File: config.mk
export PLATFORM = sky130hd
export DESIGN_NAME = exception_branch_unit_flat
export DESIGN_NICKNAME = d
export VERILOG_FILES = /design/src/rtl/exception_branch_unit_pkg.sv /design/src/rtl/exception_branch_unit_if.sv /design/src/rtl/exception_branch_unit_r30_write_decode.sv /design/src/rtl/exception_branch_unit.sv /design/src/flat_wrapper.sv
export SDC_FILE = /design/constraint.sdc
export NUM_CORES = 1
export LEC_CHECK = 0
export BUFFER_PORTS_ARGS = -buffer_cell sky130_fd_sc_hd__buf_2
export CORE_ASPECT_RATIO = 0.7
export CORE_MARGIN = 5
export CORE_UTILIZATION = 39
export CTS_BUF_LIST = sky130_fd_sc_hd__clkbuf_8
export DETAILED_ROUTE_END_ITERATION = 8
export PLACE_DENSITY_LB_ADDON = 0.2
export SETUP_SLACK_MARGIN = 0.05
export SLEW_MARGIN = 5
export SYNTH_ARGS = -nofsm -noshare
export SYNTH_HDL_FRONTEND = slang
export SYNTH_SLANG_ARGS = --single-unit
File: constraint.sdc
create_clock -name clock -period 2.4 [get_ports clock]
set_input_delay 0.24 -clock clock [delete_from_list [all_inputs] [get_ports clock]]
set_output_delay 0.24 -clock clock [all_outputs]
set_load 0.01 [all_outputs]
File: src/rtl/exception_branch_unit_pkg.sv
// Shared opcodes, exception codes and FSM state type for the $r30 status
// consumer (bex resolution, shadow register, exception counter).
package exception_branch_unit_pkg;
  localparam logic [4:0] OP_ALU  = 5'b00000;
  localparam logic [4:0] OP_ADDI = 5'b00101;
  localparam logic [4:0] OP_LW   = 5'b01000;
  localparam logic [4:0] OP_SETX = 5'b10101;
  localparam logic [4:0] OP_BEX  = 5'b10110;

  localparam logic [4:0] RSTATUS_REG = 5'd30;

  localparam logic [31:0] EXC_ADD  = 32'd1;
  localparam logic [31:0] EXC_ADDI = 32'd2;
  localparam logic [31:0] EXC_SUB  = 32'd3;

  typedef enum logic {ST_IDLE, ST_SQUASH} ebu_state_e;

  function automatic logic [4:0] opcode(input logic [31:0] ir);
    return ir[31:27];
  endfunction
endpackage

File: src/rtl/exception_branch_unit_if.sv
// Pipeline-facing bundle of the exception/branch unit: stage instructions
// and values in, bex control and status out.
interface exception_branch_unit_if #(parameter int CNT_W = 16);
  logic [31:0]      dx_ir;
  logic             dx_valid;
  logic [31:0]      xm_ir;
  logic [31:0]      xm_o;
  logic [31:0]      mw_ir;
  logic [31:0]      mw_data;
  logic             stall_bex;
  logic             redirect;
  logic [31:0]      redirect_pc;
  logic             flush_fd;
  logic             flush_dx;
  logic [31:0]      rstatus;
  logic [CNT_W-1:0] exc_count;

  modport master (
    output dx_ir, dx_valid, xm_ir, xm_o, mw_ir, mw_data,
    input  stall_bex, redirect, redirect_pc, flush_fd, flush_dx, rstatus, exc_count
  );

  modport slave (
    input  dx_ir, dx_valid, xm_ir, xm_o, mw_ir, mw_data,
    output stall_bex, redirect, redirect_pc, flush_fd, flush_dx, rstatus, exc_count
  );
endinterface

File: src/rtl/exception_branch_unit_r30_write_decode.sv
// Decides whether a stage's instruction writes $r30 and with what value;
// setx carries its value in the immediate, everything else uses the stage result.
module r30_write_decode
  import exception_branch_unit_pkg::*;
(
  input  logic [31:0] ir,
  input  logic [31:0] stage_val,
  output logic        w,
  output logic [31:0] wval
);
  logic [4:0] op;
  logic       rd_is_r30;

  always_comb begin
    op        = opcode(ir);
    rd_is_r30 = (ir[26:22] == RSTATUS_REG);
    w         = ((op == OP_ALU) || (op == OP_ADDI) || (op == OP_LW)) ? rd_is_r30
              : (op == OP_SETX);
    wval      = (op == OP_SETX) ? {5'b0, ir[26:0]} : stage_val;
  end
endmodule

File: src/rtl/exception_branch_unit.sv
// Keeps the committed $r30 shadow, resolves bex in DX with XM/MW forwarding,
// and sequences the PC redirect plus fetch/decode squash window.
module exception_branch_unit
  import exception_branch_unit_pkg::*;
#(
  parameter int FLUSH_CYCLES = 2,
  parameter int CNT_W        = 16
) (
  input  logic                    clock,
  input  logic                    reset_n,
  exception_branch_unit_if.slave  bus
);
  localparam logic [2:0] CNT_INIT = 3'(FLUSH_CYCLES - 1);

  logic             xm_w, mw_w;
  logic [31:0]      xm_val, mw_val;
  logic [31:0]      status;
  logic             dx_bex, xm_lw_r30;
  logic             stall, redirect, flush;

  ebu_state_e       state_q, state_d;
  logic [2:0]       cnt_q, cnt_d;
  logic [31:0]      rstatus_q, rstatus_d;
  logic [CNT_W-1:0] exc_count_q, exc_count_d;

  r30_write_decode u_xm_dec (.ir(bus.xm_ir), .stage_val(bus.xm_o),    .w(xm_w), .wval(xm_val));
  r30_write_decode u_mw_dec (.ir(bus.mw_ir), .stage_val(bus.mw_data), .w(mw_w), .wval(mw_val));

  always_comb begin
    rstatus_d   = rstatus_q;
    exc_count_d = exc_count_q;
    if (mw_w) begin
      rstatus_d = mw_val;
      if ((mw_val inside {EXC_ADD, EXC_ADDI, EXC_SUB}) && (exc_count_q != '1))
        exc_count_d = exc_count_q + 1'b1;
    end
  end

  // Youngest writer wins: XM over MW over the committed shadow.
  always_comb begin
    if (xm_w)      status = xm_val;
    else if (mw_w) status = mw_val;
    else           status = rstatus_q;
  end

  always_comb begin
    dx_bex    = bus.dx_valid && (opcode(bus.dx_ir) == OP_BEX);
    xm_lw_r30 = (opcode(bus.xm_ir) == OP_LW) && (bus.xm_ir[26:22] == RSTATUS_REG);
  end

  always_comb begin
    state_d  = state_q;
    cnt_d    = cnt_q;
    stall    = 1'b0;
    redirect = 1'b0;
    flush    = 1'b0;
    if (reset_n) begin
      case (state_q)
        ST_IDLE: begin
          stall = dx_bex && xm_lw_r30;
          if (dx_bex && !stall && (status != 32'd0)) begin
            redirect = 1'b1;
            flush    = 1'b1;
            if (FLUSH_CYCLES > 1) begin
              state_d = ST_SQUASH;
              cnt_d   = CNT_INIT;
            end
          end
        end
        ST_SQUASH: begin
          // Anything in DX here is on the squashed path, bex included.
          flush = 1'b1;
          cnt_d = cnt_q - 3'd1;
          if (cnt_q == 3'd1) state_d = ST_IDLE;
        end
        default: state_d = ST_IDLE;
      endcase
    end
  end

  always_ff @(posedge clock or negedge reset_n) begin
    if (!reset_n) begin
      state_q     <= ST_IDLE;
      cnt_q       <= 3'd0;
      rstatus_q   <= 32'd0;
      exc_count_q <= '0;
    end else begin
      state_q     <= state_d;
      cnt_q       <= cnt_d;
      rstatus_q   <= rstatus_d;
      exc_count_q <= exc_count_d;
    end
  end

  assign bus.stall_bex   = stall;
  assign bus.redirect    = redirect;
  assign bus.redirect_pc = {5'b0, bus.dx_ir[26:0]};
  assign bus.flush_fd    = flush;
  assign bus.flush_dx    = flush;
  assign bus.rstatus     = rstatus_q;
  assign bus.exc_count   = exc_count_q;
endmodule

File: src/flat_wrapper.sv
// flat-port wrapper written by rule: the top's interface ports become plain ports
module exception_branch_unit_flat import exception_branch_unit_pkg::*;
#(
  parameter int FLUSH_CYCLES = 2,
  parameter int CNT_W        = 16
)
  (clock, reset_n, bus_dx_ir, bus_dx_valid, bus_xm_ir, bus_xm_o, bus_mw_ir, bus_mw_data, bus_stall_bex, bus_redirect, bus_redirect_pc, bus_flush_fd, bus_flush_dx, bus_rstatus, bus_exc_count);
  exception_branch_unit_if #(.CNT_W(CNT_W)) bus_i ();
  input  logic clock;
  input  logic reset_n;
  input wire logic [$bits(bus_i.dx_ir)-1:0] bus_dx_ir;
  input wire logic [$bits(bus_i.dx_valid)-1:0] bus_dx_valid;
  input wire logic [$bits(bus_i.xm_ir)-1:0] bus_xm_ir;
  input wire logic [$bits(bus_i.xm_o)-1:0] bus_xm_o;
  input wire logic [$bits(bus_i.mw_ir)-1:0] bus_mw_ir;
  input wire logic [$bits(bus_i.mw_data)-1:0] bus_mw_data;
  output wire logic [$bits(bus_i.stall_bex)-1:0] bus_stall_bex;
  output wire logic [$bits(bus_i.redirect)-1:0] bus_redirect;
  output wire logic [$bits(bus_i.redirect_pc)-1:0] bus_redirect_pc;
  output wire logic [$bits(bus_i.flush_fd)-1:0] bus_flush_fd;
  output wire logic [$bits(bus_i.flush_dx)-1:0] bus_flush_dx;
  output wire logic [$bits(bus_i.rstatus)-1:0] bus_rstatus;
  output wire logic [$bits(bus_i.exc_count)-1:0] bus_exc_count;
  assign bus_i.dx_ir = bus_dx_ir;
  assign bus_i.dx_valid = bus_dx_valid;
  assign bus_i.xm_ir = bus_xm_ir;
  assign bus_i.xm_o = bus_xm_o;
  assign bus_i.mw_ir = bus_mw_ir;
  assign bus_i.mw_data = bus_mw_data;
  assign bus_stall_bex = bus_i.stall_bex;
  assign bus_redirect = bus_i.redirect;
  assign bus_redirect_pc = bus_i.redirect_pc;
  assign bus_flush_fd = bus_i.flush_fd;
  assign bus_flush_dx = bus_i.flush_dx;
  assign bus_rstatus = bus_i.rstatus;
  assign bus_exc_count = bus_i.exc_count;
  exception_branch_unit #(.FLUSH_CYCLES(FLUSH_CYCLES), .CNT_W(CNT_W)) u_core (.clock(clock), .reset_n(reset_n), .bus(bus_i));
endmodule
==> reports/qor.csv, run 1 <==
stage,metric,value,unit
run_status,failed_checks,setup timing,
pwr,power_density,537,mW/mm²
place,place_inst,733,
synth,syn_area_per_cell,8.78,µm²
clocking,path_clk_slew,0.10,ns
pwr,p_switching,0.918,mW
synth,postSynthCellCount,404,
grt,grt_max_degree,55,
grt,track_usage,21.8,%
drt,drtPass1Iterations,5,
final_layout,fillers,867,
clocking,clockRootBuffer,clkbuf_8,
pwr,p_seq_share,43.0,%
drt,wirelength,12.9,mm
synth,synthArstFlopShare,100,%
sta,relSlewSlack,54.0,%
synth,yosys_warnings,0,
drt,vias,4061,
final_layout,fin_cells,743,
grt,grt_pass1_wl,19.5,mm
synth,synth_top_area_share,36.7,%
job,drv_cap,0,
setup_path,cp_max_fo,5,
final_layout,multiInputGateArea,0.00202,mm²
floorplanning,die_w,124,µm
sta,slew_violations,0,
setup_path,rrSetupSlack,-0.07,ns
sta,fmax,0.363,GHz
synth,ys_ff_latch,52,
clocking,worstSkewPairLatency,0.32,ns
grt,overflow,0,
grt,antenna_found_initial,0,
place,gp_congestion,0.921,
sta,setup_viol,4,
pwr,intPower,1.81,mW
clocking,clockBufferDepth,2,
setup_path,cp-start-kind,input pin,
place,dp_slack,-0.296,ns
pwr,ir_worst_vdd,0.370,mV
floorplanning,chipHeight,89.8,µm
setup_path,cp-end-kind,output port,
sta,clock_skew,0.0144,ns
drt,route.detailed.drc,0,
sta,min_period,2.76,ns
clocking,cts_tree,built,
synth,ys_types,58,
place,dp_hpwl,10.4,mm
sta,setup_tns,-1.12,ns
pwr,p_clk_share,22.2,%
synth,synth_edf_count,0,
drt,ant_nets,0,
setup_path,r2r_start,u_core.bus.rstatus[28],
final_layout,fin_nets,784,
clocking,htree_levels,2,
final_layout,register_area,0.00130,mm²
clocking,clkSinkCount,52,
floorplanning,start_util,39.6,%
synth,synth.area.top_cells,"dfrtp_1 (37%), buf_4 (7.2%), nor4_1 (4.8%)",
setup_path,r2r_cells,10,
pwr,pwr-share-comb,34.9,%
synth,synth_largest_area_cell,dfrtp_1,
final_layout,final_util,56.7,%
setup_path,path_class,input pin to output port,
sta,finalHoldViolations,0,
setup_path,cp.arrival,2.52,ns
synth,syn_area,0.00355,mm²
sta,rsz0062_at_grt,true,
floorplanning,dieArea,0.0111,mm²
setup_path,worstReg2RegEnd,u_core.cnt_q[0],
pwr,leakagePower,2.51,nW
final_layout,drive_gt1_share,48.6,%
sta,period_share,115,%
grt,first_global_vias,3986,
place,io_buffers,187,
floorplanning,rows,29,
synth,ys_seq_area_share,36.7,%
clocking,cts_inserted_buffers,5,
floorplanning,boundaryPins,247,
run_status,outcome,finished with violations,
drt,wl_per_cell,17.3,µm
final_layout,area_growth,43.3,%
final_layout,n_antenna_cell,0,
synth,synth_flop_cell,dfrtp_1,
sta,setup_slack,-0.357,ns
drt,initialDrtViolationCount,249,
setup_path,worstPathRequired,2.16,ns
clocking,hold_buffers,0,
worst_hold_path,hold_class,input pin to asynchronous set/reset pin,
pwr,p_sw_share,33.6,%
floorplanning,core_area,0.00896,mm²
sta,max_slew.worst_pin.slew,0.690,ns
drt,viasPerCell,5.47,
-- worst max-delay path: stages --
cell	delay (ns)
buf_2	0.10
nand3b_1	0.30
buf_4	0.24
or4_1	0.46
o31ai_1	0.10
a21oi_1	0.13
or4_4	0.44
o211ai_2	0.21
nand3_2	0.12
buf_2	0.17
-- Yosys cell counts, types with 3 or more instances --
master / instances
or4_1: 4
a21o_1: 20
and2_1: 10
buf_4: 34
xnor2_1: 12
a221oi_1: 9
and3_1: 7
clkbuf_1: 17
nor2_1: 13
nor3_1: 4
a21oi_1: 5
nor4_1: 27
xor2_1: 3
nand4_1: 16
o21ai_0: 33
a31oi_1: 5
nand3_1: 33
dfrtp_1: 52
ha_1: 3
a211oi_1: 15
inv_1: 4
nand2_1: 32
-- worst max-delay path by stage --
stage / startpoint / cells past startpoint / slack [ns] / to
floorplan: bus_mw_ir[27] / 9 / 0.003 / bus_flush_fd
global placement: bus_mw_ir[27] / 10 / -0.28 / bus_redirect
detailed placement: bus_mw_ir[27] / 10 / -0.30 / bus_flush_fd
CTS: u_core.bus.rstatus[29] / 9 / -0.38 / bus_flush_fd
global route: bus_mw_ir[30] / 11 / -0.47 / bus_flush_fd
finish: bus_mw_ir[30] / 10 / -0.36 / bus_flush_fd
-- sequential cells by signal, summed over array words and instances, names as in the netlist --
signal / count
u_core.cnt_q: 3
u_core.bus.rstatus: 32
u_core.state_q: 1
u_core.bus.exc_count: 16
-- timing repair --
| action | in CTS | in global routing |
|---|---|---|
| resized for setup | 2 | 23 |
| buffers inserted | 0 | 2 |
| endpoints found under the setup margin | 7 | 15 |
| pin swaps | 2 | 3 |
-- power by group through the flow --
stage                     logic [mW]  clock network, mW  registers, mW
final                          0.952              0.606           1.17
after global routing            1.04              0.662           1.20
after CTS                      0.905              0.627           1.17
after detailed placement       0.897                  0           1.18
after global placement         0.879                  0           1.18
after floorplan                0.433                  0           1.21
-- layout make-up --
class | count | share of cell area (%)
inverter | 4 | 0.295
clock buffer | 5 | 1.35
sequential | 52 | 25.6
timing repair buffer | 258 | 29.3
multi-input combinational | 297 | 39.7
tap | 124 | 3.05
clock inverter | 3 | 0.763
-- layout by cell type, fill, tap and decap left out, types with 3 or more instances in the layout --
cell        n
nand4_1    16
a21oi_1     4
and2_1     10
inv_1       5
a31oi_1     5
nor3_1      4
conb_1      5
a221oi_1    7
a21o_1     20
ha_1        3
buf_2     186
or4_1       3
a211oi_2   11
nor2_1     12
a211oi_1    4
dfrtp_1    52
nor4_1     25
nand2_1    31
xor2_1      3
o21ai_0    33
and3_1      7
buf_4      70
nand3_1    33
clkbuf_8    5
xnor2_1    12
-- through the flow --
stage          hold slack [ns]  cell area (µm²)  total power [mW]
3_3_place_gp             0.470             4840              2.06
2_1_floorplan          -0.0556             3570              1.65
5_1_grt                  0.160             5080              2.90
6_report                 0.158             5080              2.73
4_1_cts                  0.151             4950              2.70
3_5_place_dp             0.479             4840              2.08
-- cell families (layout without fill, tap and decap cells) --
kind of cell	count (synthesis)	in the layout	synth area share [%]
AND/OR/NAND/NOR	165	165	25.8
AO/OA/AOI/OAI	106	106	21.3
other	1	5	0.106
multiplexers	3	3	1.02
flip-flops	52	52	36.7
buffers and inverters	59	270	10.3
XOR/XNOR	15	15	3.70
adder cells (fa/ha/maj)	3	3	1.06
-- per-layer routing --
| metal | vias to the layer above | track usage, % | wire length [µm] |
|---|---|---|---|
| met2 | 213 | 33.1 | 5760 |
| met5 | - | 0 | 0 |
| met3 | 28 | 6.09 | 1290 |
| met4 | 0 | 4.65 | 174 |
| met1 | 1902 | 31.0 | 5630 |
| li1 | 1918 | - | - |
No activity file was read; power rests on OpenSTA's default activity.
==> run 2: changes to the inputs <==
==> constraint.sdc (replaced) <==
create_clock -name clock -period 2.4 [get_ports clock]
set_input_delay 0.12 -clock clock [delete_from_list [all_inputs] [get_ports clock]]
set_output_delay 0.12 -clock clock [all_outputs]
set_load 0.01 [all_outputs]
==> run 2 against run 1 <==
Compared with the run above: critical path type is now flip-flop to output port; cell area decreased by 3.0%; combinational power decreased by 2%; via count down 2.0%; largest cell class unchanged; fmax up 5.7%; hold slack lost 0.11 ns; setup slack better by 0.15 ns; highest routed layer unchanged; sequential cell count unchanged; die area did not move; the flow still finishes with violations (setup timing); cell count shrank 1.3%.
==> reports/qor.csv, run 2 (synthesis results as in run 1) <==
stage,metric,value,unit,change
run_status,outcome,finished with violations,,
run_status,failed_checks,setup timing,,
drt,route.detailed.drc,0,,unchanged
setup_path,worstPathRequired,2.28,ns,+0.12 ns
floorplanning,dieArea,0.0111,mm²,unchanged
worst_hold_path,whs_path_depth,3,,
drt,initialDrtViolationCount,260,,+4.4%
final_layout,final_cell_mix,"buf_2 (187), buf_4 (57), dfrtp_1 (52)",,
grt,overflow,0,,unchanged
place,io_buffers,187,,unchanged
sta,min_period,2.61,ns,-0.148 ns
grt,first_global_vias,3828,,-4.0%
place,dp_slack,-0.236,ns,+0.0604 ns
setup_path,rrSetupSlack,-0.11,ns,-0.04 ns
sta,slew_violations,0,,unchanged
floorplanning,chipHeight,89.8,µm,unchanged
grt,grt_max_degree,55,,unchanged
place,placed_cell_area,0.00478,mm²,-1.2%
final_layout,n_antenna_cell,0,,unchanged
drt,wl_per_cell,17.0,µm,-2.0%
clocking,path_clk_slew,0.10,ns,about the same
worst_hold_path,min_from,bus_mw_data[31],,
worst_hold_path,whs_endpoint,u_core.bus.rstatus[31],,
worst_hold_path,hold_class,input pin to flip-flop,,
clocking,clockRootBuffer,clkbuf_8,,
pwr,ir_worst_vdd,0.347,mV,-6.2%
setup_path,r2r_start,u_core.bus.rstatus[29],,
sta,period_share,109,%,-6.2 points
floorplanning,boundaryPins,247,,unchanged
sta,rsz0062_at_grt,true,,
final_layout,drive_gt1_share,45.3,%,-3.3 points
final_layout,fin_nets,774,,-1.3%
clocking,cts_tree,built,,
drt,drtPass1Iterations,5,,unchanged
pwr,power_density,534,mW/mm²,-0.57%
clocking,htree_levels,2,,unchanged
setup_path,r2r_cells,10,,unchanged
final_layout,area_growth,39.0,%,
final_layout,final_area,0.00493,mm²,-3.0%
final_layout,final_common_cell,buf_2,,
sta,setup_viol,4,,unchanged
setup_path,cp_max_fo,4,,-1
sta,relSlewSlack,55.1,%,+1.1 points
sta,fmax,0.383,GHz,+5.7%
place,dp_hpwl,10.3,mm,-1.4%
sta,setup_slack,-0.209,ns,+0.148 ns
place,gp_congestion,0.898,,-2.5%
drt,vias,3979,,-2.0%
setup_path,cp.arrival,2.49,ns,-0.03 ns
sta,clock_skew,0.00866,ns,-0.00576 ns
setup_path,cp-end-kind,output port,,
setup_path,slowest_delay,0.54,ns,+0.08 ns
setup_path,worstReg2RegEnd,u_core.cnt_q[0],,
sta,finalHoldViolations,0,,unchanged
job,drv_cap,0,,unchanged
clocking,clockBufferDepth,2,,unchanged
grt,antenna_found_initial,0,,unchanged
floorplanning,core_area,0.00896,mm²,unchanged
sta,max_slew.worst_pin.slew,0.674,ns,-0.0159 ns
clocking,cts_inserted_buffers,5,,unchanged
clocking,worstSkewPairLatency,0.32,ns,about the same
floorplanning,die_w,124,µm,unchanged
grt,track_usage,21.6,%,-0.24 points
setup_path,path_class,flip-flop to output port,,
floorplanning,rows,29,,unchanged
clocking,clkSinkCount,52,,unchanged
final_layout,largest_reg_flops,32,,unchanged
drt,wirelength,12.4,mm,-3.3%
setup_path,cp-start-kind,flip-flop,,
setup_path,worstPathCellList,or4_4 > nor2_4 > a21oi_2 > a2111oi_2 > buf_4 > nand4_1 > o211ai_2 > nand3_2 > buf_2,,
setup_path,crit_slowest_cell,or4_4,,
drt,viasPerCell,5.43,,-0.68%
pwr,leakagePower,2.44,nW,-2.5%
floorplanning,start_util,39.6,%,unchanged
grt,grt_pass1_wl,19.2,mm,-1.5%
drt,ant_nets,0,,unchanged
-- run 2: changes by cell type in the layout (fill, tap and decap cells not counted), sizes merged --
cell         previous run  this run
buf                   258       247
clkinvlp                0         1
bufinv                  1         0
dlygate4sd3             0         1
-- run 2: power by group --
group	switching, mW	leakage, nW	internal, mW
Clock	0.320	0.0463	0.215
Sequential	0.130	0.654	1.04
Combinational	0.471	1.74	0.463
-- run 2: worst max-delay path by stage --
stage	from	to
final	u_core.bus.rstatus[29]	bus_flush_fd
after global routing	u_core.bus.rstatus[29]	bus_flush_fd
after CTS	u_core.bus.rstatus[29]	bus_flush_fd
after detailed placement	u_core.bus.rstatus[29]	u_core.cnt_q[0]
after global placement	bus_mw_ir[27]	bus_redirect
after floorplan	bus_mw_ir[27]	bus_redirect
-- run 2: critical path, delay by kind of cell, from the launching register on --
kind / cells / cell delay [ns]
AOI/OAI and AO/OA: 3 / 0.48
buffers and inverters: 2 / 0.35
DFF: 1 / 0.39
and+or+nand+nor: 4 / 0.96
-- run 2: cell type report --
| type | count | area [µm²] |
|---|---|---|
| Clock buffer | 5 | 68.8 |
| Clock inverter | 3 | 27.5 |
| Fill cell | 858 | 4030 |
| Inverter | 4 | 15.0 |
| Multi-Input combinational cell | 297 | 1930 |
| Sequential cell | 52 | 1300 |
| Tap cell | 124 | 155 |
| Timing Repair Buffer | 248 | 1430 |
-- run 2: stage by stage --
stage	hold WS [ns]	util, %	cells	total power, mW	setup TNS, ns
5_1_grt	0.0524	55.0	733	2.81	-1.40
4_1_cts	0.0343	54.7	731	2.63	-0.613
3_5_place_dp	0.240	53.4	723	2.07	-0.878
2_1_floorplan	-0.176	-	408	1.64	0
3_3_place_gp	0.240	53.4	723	2.06	-0.314
6_report	0.0456	55.0	733	2.64	-0.694
-- run 2: per-layer routing --
metal / vias to the layer above / wire length, µm / share of wire [%] / track usage, %
li1: 1908 / - / - / -
met1: 1870 / 5640 / 45 / 31.8
met2: 181 / 5440 / 44 / 31.7
met3: 20 / 1220 / 9.8 / 6.34
met4: 0 / 131 / 1.1 / 3.83
met5: - / 0 / 0 / 0
-- run 2: repair_timing --
| action | CTS | global route |
|---|---|---|
| pin swaps | 4 | 2 |
| setup buffers | 0 | 2 |
| setup endpoints to repair | 7 | 9 |
| gates resized for setup | 7 | 3 |
| hold buffers | 1 | 0 |
| hold endpoints to repair | 52 | 0 |
==> run 3: changes to the inputs <==
SYNTH_HIERARCHICAL = 1   (was not set)
==> run 3 against run 2 <==
Compared with the run above: the run still ends with setup timing left; fmax grew 2.5%; critical path depth grew 3; synthesized cell count shrank 19%; global-route usage shrank 2.7 points; clock skew grew 0.00053 ns; cell area grew 0.61%; combinational power shrank 13%; utilization shrank 0.11 points; hold slack gained 0.0075 ns; sequential cell count is the same; critical path type is now input pin to output port; highest routed layer unchanged.
==> reports/qor.csv, run 3 <==
stage,metric,value,unit,change
run_status,outcome,finished with violations,,
run_status,failed_checks,setup timing,,
clocking,worstSkewPairLatency,0.32,ns,about the same
grt,antenna_found_initial,0,,unchanged
drt,vias,3226,,-19%
setup_path,crit_path_start,bus_mw_ir[30],,
clocking,cts_tree,built,,
sta,min_period,2.55,ns,-0.0636 ns
clocking,clockRootBuffer,clkbuf_8,,
clocking,cts_inserted_buffers,5,,unchanged
drt,wl_per_cell,17.0,µm,+0.48%
drt,viasPerCell,5.04,,-7.1%
drt,initialDrtViolationCount,89,,-66%
clocking,clockBufferDepth,2,,unchanged
sta,fmax,0.393,GHz,+2.5%
sta,max_slew.worst_pin.slew,0.716,ns,+0.0421 ns
floorplanning,start_util,39.9,%,+0.26 points
synth,yosys-top-cells-count,"mux2_2 (85), dfrtp_1 (52), buf_4 (33), nor4_1 (18), xnor2_1 (16)",,
final_layout,n_antenna_cell,0,,unchanged
sta,period_share,106,%,-2.7 points
sta,rsz0062_at_grt,true,,
synth,postSynthCellCount,327,,-19%
setup_path,worstPathRequired,2.28,ns,about the same
setup_path,cp.arrival,2.43,ns,-0.06 ns
floorplanning,chipHeight,90.4,µm,+0.66%
drt,drtPass1Iterations,4,,-1
sta,finalHoldViolations,0,,unchanged
place,placed_cell_area,0.00466,mm²,-2.7%
final_layout,final_common_cell,buf_2,,
job,drv_cap,0,,unchanged
clocking,htree_levels,2,,unchanged
grt,first_global_vias,3448,,-9.9%
place,gp_congestion,0.898,,about the same
synth,syn_area_per_cell,11.0,µm²,+25%
final_layout,final_cell_mix,"buf_2 (186), mux2_2 (77), dfrtp_1 (52)",,
synth,ys_types,46,,-21%
sta,slew_violations,0,,unchanged
sta,setup_tns,-0.415,ns,+0.279 ns
setup_path,rrSetupSlack,0.42,ns,+0.53 ns
grt,track_usage,18.9,%,-2.7 points
synth,synthArstFlopShare,100,%,unchanged
synth,synth_largest_area_cell,dfrtp_1,,
sta,setup_viol,3,,-1
sta,relSlewSlack,52.3,%,-2.8 points
grt,grt_max_degree,57,,+3.6%
floorplanning,core_area,0.00903,mm²,+0.81%
synth,synth_flop_cell,dfrtp_1,,
drt,wirelength,10.9,mm,-12%
final_layout,largest_reg_flops,32,,unchanged
setup_path,cp_max_fo,5,,+1
final_layout,final_area,0.00496,mm²,+0.61%
setup_path,slowest_delay,0.37,ns,-0.17 ns
place,dp_slack,-0.353,ns,-0.117 ns
setup_path,r2r_cells,6,,-4
pwr,total_power,2.56,mW,-2.9%
grt,grt_pass1_wl,17.6,mm,-8.4%
setup_path,cp-end-kind,output port,,
synth,yosysMostFrequentCell,mux2_2,,
synth,synth_edf_count,0,,unchanged
setup_path,path_class,input pin to output port,,
place,io_buffers,187,,unchanged
sta,clock_skew,0.00918,ns,+0.000527 ns
drt,route.detailed.drc,0,,unchanged
grt,overflow,0,,unchanged
worst_hold_path,hold_class,input pin to asynchronous set/reset pin,,
final_layout,drive_gt1_share,66.1,%,+21 points
setup_path,crit_slowest_cell,mux2_2,,
floorplanning,boundaryPins,247,,unchanged
synth,ys_ff_latch,52,,unchanged
floorplanning,rows,29,,unchanged
setup_path,cp-start-kind,input pin,,
final_layout,fin_nets,681,,-12%
floorplanning,die_w,125,µm,+0.68%
drt,ant_nets,0,,unchanged
setup_path,critPathMostFrequentCell,buf_6,,
clocking,path_clk_slew,0.11,ns,about the same
synth,yosys_warnings,6,,+6
pwr,power_density,516,mW/mm²,-3.5%
synth,syn_area,0.00360,mm²,+1.5%
synth,ys_seq_area_share,36.1,%,-0.54 points
synth,synth_top_area_share,36.1,%,-0.54 points
place,dp_hpwl,8.91,mm,-13%
final_layout,area_growth,37.8,%,
pwr,leakagePower,2.34,nW,-4.3%
sta,setup_slack,-0.145,ns,+0.0636 ns
setup_path,r2r_start,u_core/bus.rstatus[23],,
clocking,clkSinkCount,52,,unchanged
setup_path,worstPathCellList,buf_6 > nand4b_1 > nor2_4 > buf_6 > buf_4 > mux2_2 > nor4_4 > nand4_1 > a211oi_2 > o32ai_4 > a21o_1 > buf_2,,
pwr,ir_worst_vdd,0.315,mV,-9.2%
floorplanning,dieArea,0.0113,mm²,+1.3%
synth,synth.area.top_cells,"dfrtp_1 (36%), mux2_2 (27%), buf_4 (6.9%)",,
setup_path,worstReg2RegEnd,u_core/cnt_q[0],,
==> run 3: changes by cell type in the layout (fill, tap and decap cells not counted), sizes merged, moves of 9 or more <==
| cell | delta |
|---|---|
| mux2 | +85 |
| o21ai | -31 |
| nand3 | -26 |
| buf | -25 |
| a21o | -20 |
| nand2 | -18 |
| a211oi | -14 |
| and2 | -10 |
| a221oi | -9 |
| nor2b | +9 |
| nor4 | -9 |
==> run 3: kinds of logic (layout without fill, tap and decap cells) <==
kind of cell,after synthesis,after routing,share of synthesized area (%)
AO/OA/AOI/OAI,16,16,4.17
XOR/XNOR,17,17,4.13
adder cells (fa/ha/maj),3,3,1.04
buffers and inverters,50,235,10.3
flip-flops,52,52,36.1
multiplexers,87,87,27.2
other,1,5,0.104
AND/OR/NAND/NOR,101,101,16.9
==> run 3: per-layer routing <==
layer | GRT usage (%) | vias up | part of all wire, %
met1 | 23.5 | 1550 | 43
met5 | 0 | - | 0
met4 | 3.52 | 0 | 1.0
li1 | - | 1541 | -
met3 | 5.50 | 18 | 5.9
met2 | 33.0 | 117 | 50
==> run 3: power breakdown <==
part | internal, mW | total (mW) | switching (mW)
registers | 1.04 | 1.20 | 0.160
clock network | 0.215 | 0.543 | 0.328
logic | 0.443 | 0.814 | 0.370
total | 1.70 | 2.56 | 0.858
==> run 3: per-stage QoR <==
stage / hold slack (ns) / utilization [%] / std cells
floorplan: -0.176 / - / 331
global placement: 0.240 / 51.5 / 626
detailed placement: 0.240 / 51.5 / 626
CTS: 0.0735 / 54.2 / 639
global route: 0.102 / 54.9 / 640
finish: 0.0531 / 54.9 / 640
==> run 3: worst max path at each step <==
stage	cells after the start	slack [ns]	end
global route	12	-0.28	bus_flush_dx
finish	12	-0.15	bus_flush_fd
detailed placement	12	-0.35	bus_flush_fd
floorplan	10	-0.02	u_core/bus.exc_count[14]
global placement	12	-0.38	bus_flush_fd
CTS	12	-0.15	bus_flush_fd
==> run 3: what timing repair did <==
item	in CTS	in global routing
pin swaps	7	1
setup buffers	5	1
resized for setup	15	10
hold buffers	0	0
endpoints found under the setup margin	10	17
==> run 3: layout make-up <==
| class | instances | area [µm²] |
|---|---|---|
| clock inverter | 3 | 27.5 |
| fill | 813 | 4070 |
| tap | 124 | 155 |
| sequential | 52 | 1300 |
| timing repair buffer | 222 | 1250 |
| inverter | 5 | 18.8 |
| clock buffer | 5 | 68.8 |
| multi-input combinational | 229 | 2140 |
==> run 3: worst max-delay path, delay by kind of cell <==
kind,cells,cell delay [ns]
mux,1,0.37
compound gates,3,0.66
simple gates,4,0.79
buf+inv,4,0.47
